`src/rtl/serial_adder.sv`:
```
// Bit-serial adder: one full-adder slice plus a carry register, LSB first,
// with valid/ready handshakes on both the operand and the result side.
module full_adder (
  input  logic a,
  input  logic b,
  input  logic ci,
  output logic s,
  output logic co
);
  assign s  = a ^ b ^ ci;
  assign co = (a & b) | (ci & (a ^ b));
endmodule

module serial_adder #(
  parameter int WIDTH = 8
) (
  input  logic             clk,
  input  logic             rst_n,
  input  logic             in_valid,
  output logic             in_ready,
  input  logic [WIDTH-1:0] a,
  input  logic [WIDTH-1:0] b,
  input  logic             cin,
  output logic             out_valid,
  input  logic             out_ready,
  output logic [WIDTH-1:0] sum,
  output logic             cout
);
  localparam int CW = $clog2(WIDTH);

  typedef enum logic [1:0] {IDLE, RUN, DONE} state_t;

  state_t           state, state_nx;
  logic [WIDTH-1:0] a_sh, b_sh, sum_sh;
  logic             carry;
  logic [CW-1:0]    cnt;
  logic             fa_s, fa_co;
  logic             last;

  full_adder u_fa (
    .a  (a_sh[0]),
    .b  (b_sh[0]),
    .ci (carry),
    .s  (fa_s),
    .co (fa_co)
  );

  assign last = (cnt == CW'(WIDTH - 1));

  always_comb begin
    state_nx = state;
    case (state)
      IDLE:    if (in_valid)  state_nx = RUN;
      RUN:     if (last)      state_nx = DONE;
      DONE:    if (out_ready) state_nx = IDLE;
      default: state_nx = IDLE;
    endcase
  end

  always_ff @(posedge clk or negedge rst_n) begin
    if (!rst_n) state <= IDLE;
    else        state <= state_nx;
  end

  // Sum bits enter at the MSB so that after WIDTH shifts bit 0 sits at the LSB.
  always_ff @(posedge clk or negedge rst_n) begin
    if (!rst_n) begin
      a_sh   <= '0;
      b_sh   <= '0;
      sum_sh <= '0;
      carry  <= 1'b0;
      cnt    <= '0;
    end else begin
      case (state)
        IDLE: begin
          if (in_valid) begin
            a_sh  <= a;
            b_sh  <= b;
            carry <= cin;
            cnt   <= '0;
          end
        end
        RUN: begin
          sum_sh <= {fa_s, sum_sh[WIDTH-1:1]};
          carry  <= fa_co;
          a_sh   <= a_sh >> 1;
          b_sh   <= b_sh >> 1;
          if (!last) cnt <= cnt + CW'(1);
        end
        default: ;
      endcase
    end
  end

  assign in_ready  = (state == IDLE);
  assign out_valid = (state == DONE);
  assign sum       = sum_sh;
  assign cout      = carry;
endmodule
```
`config.mk`:
```
export PLATFORM = sky130hd
export DESIGN_NAME = serial_adder
export DESIGN_NICKNAME = d
export VERILOG_FILES = /design/src/rtl/serial_adder.sv
export SDC_FILE = /design/constraint.sdc
export NUM_CORES = 1
export LEC_CHECK = 0
export CELL_PAD_IN_SITES_DETAIL_PLACEMENT = 0
export CELL_PAD_IN_SITES_GLOBAL_PLACEMENT = 1
export CORE_MARGIN = 8
export CORE_UTILIZATION = 38
export CTS_CLUSTER_DIAMETER = 40
export DETAILED_ROUTE_END_ITERATION = 16
export PLACE_DENSITY_LB_ADDON = 0.1
export SETUP_SLACK_MARGIN = 0.05
export SLEW_MARGIN = 10
export SYNTH_ARGS = -nofsm -noshare
export SYNTH_HDL_FRONTEND = slang
export SYNTH_HIERARCHICAL = 1
export SYNTH_SLANG_ARGS = --single-unit
```
`constraint.sdc`:
```
create_clock -name clk -period 1.35 [get_ports clk]
set_input_delay 0.27 -clock clk [delete_from_list [all_inputs] [get_ports clk]]
set_output_delay 0.27 -clock clk [all_outputs]
set_load 0.02 [all_outputs]
```
==> metrics.md <==
| Metric | Value |
|---|---|
| Result of the run | `complete, but fails checks` |
| Violated checks | `setup timing` |
| Setup WS post-layout | `-47.93 ps` |
| Post-Place Cell Area | `1817 µm²` |
| Largest net degree at the start of global routing | `31` |
| Path type of the worst min-delay path | `in2async` |
| Core area | `3606 µm²` |
| Fin. Hold Viols | `0` |
| Clock buffer count from CTS | `5` |
| Number of nets at the end of the flow | `198` |
| Clock Latency Late Sink | `280 ps` |
| Routability congestion estimate from global placement | `0.7686` |
| Worst-path cell with the longest stage delay | `dfrtp_1` |
| Synth unique cells | `24` |
| CTS Root Buffer Type | `clkbuf_8` |
| Period utilization | `1.036` |
| Clock skew after layout | `5.298 ps` |
| Layout Utilization | `0.6187` |
| Chip height | `76.67 µm` |
| Fraction of final layout cells with drive strength greater than 1 | `0.4368` |
| Non-Filler Cell Area, Final | `2231 µm²` |
| Average vias per placed instance | `5.437` |
| Kind of start point of the critical path | `flop` |
| Seq/Total Area, Yosys | `0.5367` |
| Fmax | `715.3 MHz` |
| Post-synthesis instance area | `1399 µm²` |
| Total wire length | `3821 µm` |
| Number of placement rows | `22` |
| Nature of the critical path endpoint | `flop` |
| Cell chain of the critical path | `buf_6, buf_6, nand2b_4, buf_12, mux2_4` |
| Global-route wire length before repair | `6099 µm` |
| Total Routing Usage GR | `0.1267` |
| Total Neg Setup Slack | `-219.0 ps` |
| Top post-synthesis cells by area | `dfrtp_1 (54%), o22ai_1 (13%), a21oi_1 (6.1%)` |
| Critical path's most frequent cell | `buf_6` |
| HPWL reported at the end of detailed placement | `2311 µm` |
| Post-Syn Instances | `128` |
| Number of sinks on the clock net | `30` |
| Total count of max-transition violations in the final report | `0` |
| Vias | `1207` |
| Initial DRC Count | `93` |
| Maximum fanout count along the critical path | `5` |
| Arrival time of the worst setup path | `1560 ps` |
| Fraction of registers with async set/reset | `1.000` |
| Die span in x | `76.67 µm` |
| Worst Tran Pin Value | `357.2 ps` |
| Post-synth top area cell | `dfrtp_1` |
| Register-to-Register Path Depth | `5` |
| Leak Pwr | `0.9031 nW` |
| Clock-pin transition on the worst setup and hold timing paths | `70 ps` |
| Stage delay of the slowest cell on the critical path | `410 ps` |
| H-Tree Depth | `2` |
| Period minus WS final | `1398 ps` |
| Average size of a mapped cell | `10.93 µm²` |
| Effective utilization at floorplan | `0.3879` |
| Data required time of the worst path | `1510 ps` |
| Number of nets in the synthesized netlist | `152` |
| Pwr per Cell Area | `2258 nW/µm²` |
| Synth-to-Final Area Change | `59.48%` |
| Routed Antenna Nets | `0` |
| Flop and latch count out of synthesis | `30` |
| Antenna diode count | `0` |
| PortBufs | `31` |
| Top-area cell type share of the netlist area | `0.5367` |
| Tightest slew margin relative to the limit | `0.7585` |
| Drt first pass iters | `4` |
| Most common cell in the netlist | `dfrtp_1` |
| Via count of the first global-routing pass | `1257` |
| Number of enable-type register cells in the synthesized netlist | `0` |
| Dominant synthesized flop cell | `dfrtp_1` |
| Max-cap violations | `0` |
| Setup CP Type | `reg2reg` |
| Setup-failing EPs final | `6` |
| Remaining DRCs | `0` |
| Ranking of synthesized cells by instance count | `dfrtp_1 (30), o22ai_1 (28), a21oi_1 (17), o21ai_0 (10)` |
| Antenna violations before repair | `0` |
| Worst vdd rail ir drop | `1.019 mV` |
| Synthesis Warnings | `6` |
| Routed length per instance | `17.21 µm` |
| TritonCTS clock tree | `yes` |
| Setup repair after global routing missed its margin | `true` |
| Die Outline Area | `5878 µm²` |
| GR Overflow Total | `0` |
| I/O pin total | `32` |
| Clock Tree Buf Depth | `2` |
## cell type report
cell class / count / area (µm²)
fill: 305 / 1375
multi-input combinational: 86 / 799.5
sequential: 30 / 752.0
timing repair buffer: 49 / 524.3
clock buffer: 7 / 86.33
tap: 48 / 60.06
inverter: 2 / 8.758
## cells by family after synthesis
logic type	Yosys count	synth area share
fa+ha+maj	3	0.03220
compound gates	58	0.2379
simple gates	17	0.06083
flops	30	0.5367
buf+inv	12	0.05455
mux	8	0.07781
## placed cells by master, fill, tap and decap left out, types with 4 or more instances in the layout
cell             count
o21ai_0              9
clkdlybuf4s50_1     19
o22ai_2             25
dfrtp_1             29
mux2_4               5
dlygate4sd2_1        4
clkdlybuf4s15_1      4
a21oi_1             15
buf_6                5
buf_4                9
clkbuf_8             6
## sequential cells by signal (all words and copies together) (netlist names)
name,cells
a_sh,8
b_sh,8
sum,8
cnt,3
state,2
cout,1
## timing repair
action | 4_1_cts | 5_1_grt
endpoints found under the hold margin | 0 | 0
pin swaps | 8 | 8
buffers inserted | 3 | 1
hold buffers | 0 | 0
cloned | 3 | 0
endpoints found under the setup margin | 37 | 35
gates resized for setup | 43 | 38
## per-layer routing
metal / GRT usage / part of all wire
met3: 0.04895 / 0.055
met1: 0.1477 / 0.45
met2: 0.2107 / 0.49
met5: 0 / 0
met4: 0.03462 / 0.0079
## critical path, delay by kind of cell, from the launching register on
family	cells	cell delay, ps
DFF	1	410
buffers and inverters	3	390
muxes	1	290
and+or+nand+nor	1	190
## per-stage QoR
stage / hold slack [ps] / cells / setup slack, ps / total power [mW]
CTS: 393.3 / 222 / -79.90 / 4.795
finish: 373.5 / 222 / -47.93 / 5.037
global route: 391.2 / 222 / -74.71 / 5.362
floorplan: -25.59 / 128 / 88.19 / 2.965
global placement: 490.9 / 209 / -97.48 / 3.618
detailed placement: 506.2 / 209 / -122.9 / 3.692
## report_power, final
| part | total [mW] | internal (mW) | switching [mW] |
|---|---|---|---|
| registers | 1.78 | 1.33 | 0.449 |
| clock network | 0.724 | 0.404 | 0.321 |
| logic | 2.53 | 1.40 | 1.13 |
## path summary, 6_finish.rpt
| path | to | startpoint | slack (ps) |
|---|---|---|---|
| worst max-delay path | sum[5]$_DFFE_PN0N_ | state[1]$_DFFE_PN0P_ | -50 |
| worst min-delay path | b_sh[2]$_DFFE_PN0P_ | rst_n | 370 |
| worst max register to register | sum[5]$_DFFE_PN0N_ | state[1]$_DFFE_PN0P_ | -50 |
| worst min register to register | sum[0]$_DFFE_PN0N_ | sum[0]$_DFFE_PN0N_ | 500 |
| max in group asynchronous | cout$_DFFE_PN0P_ | rst_n | 810 |
| min in group clk | sum[0]$_DFFE_PN0N_ | sum[0]$_DFFE_PN0N_ | 500 |
No activity file was read; power rests on OpenSTA's default activity.
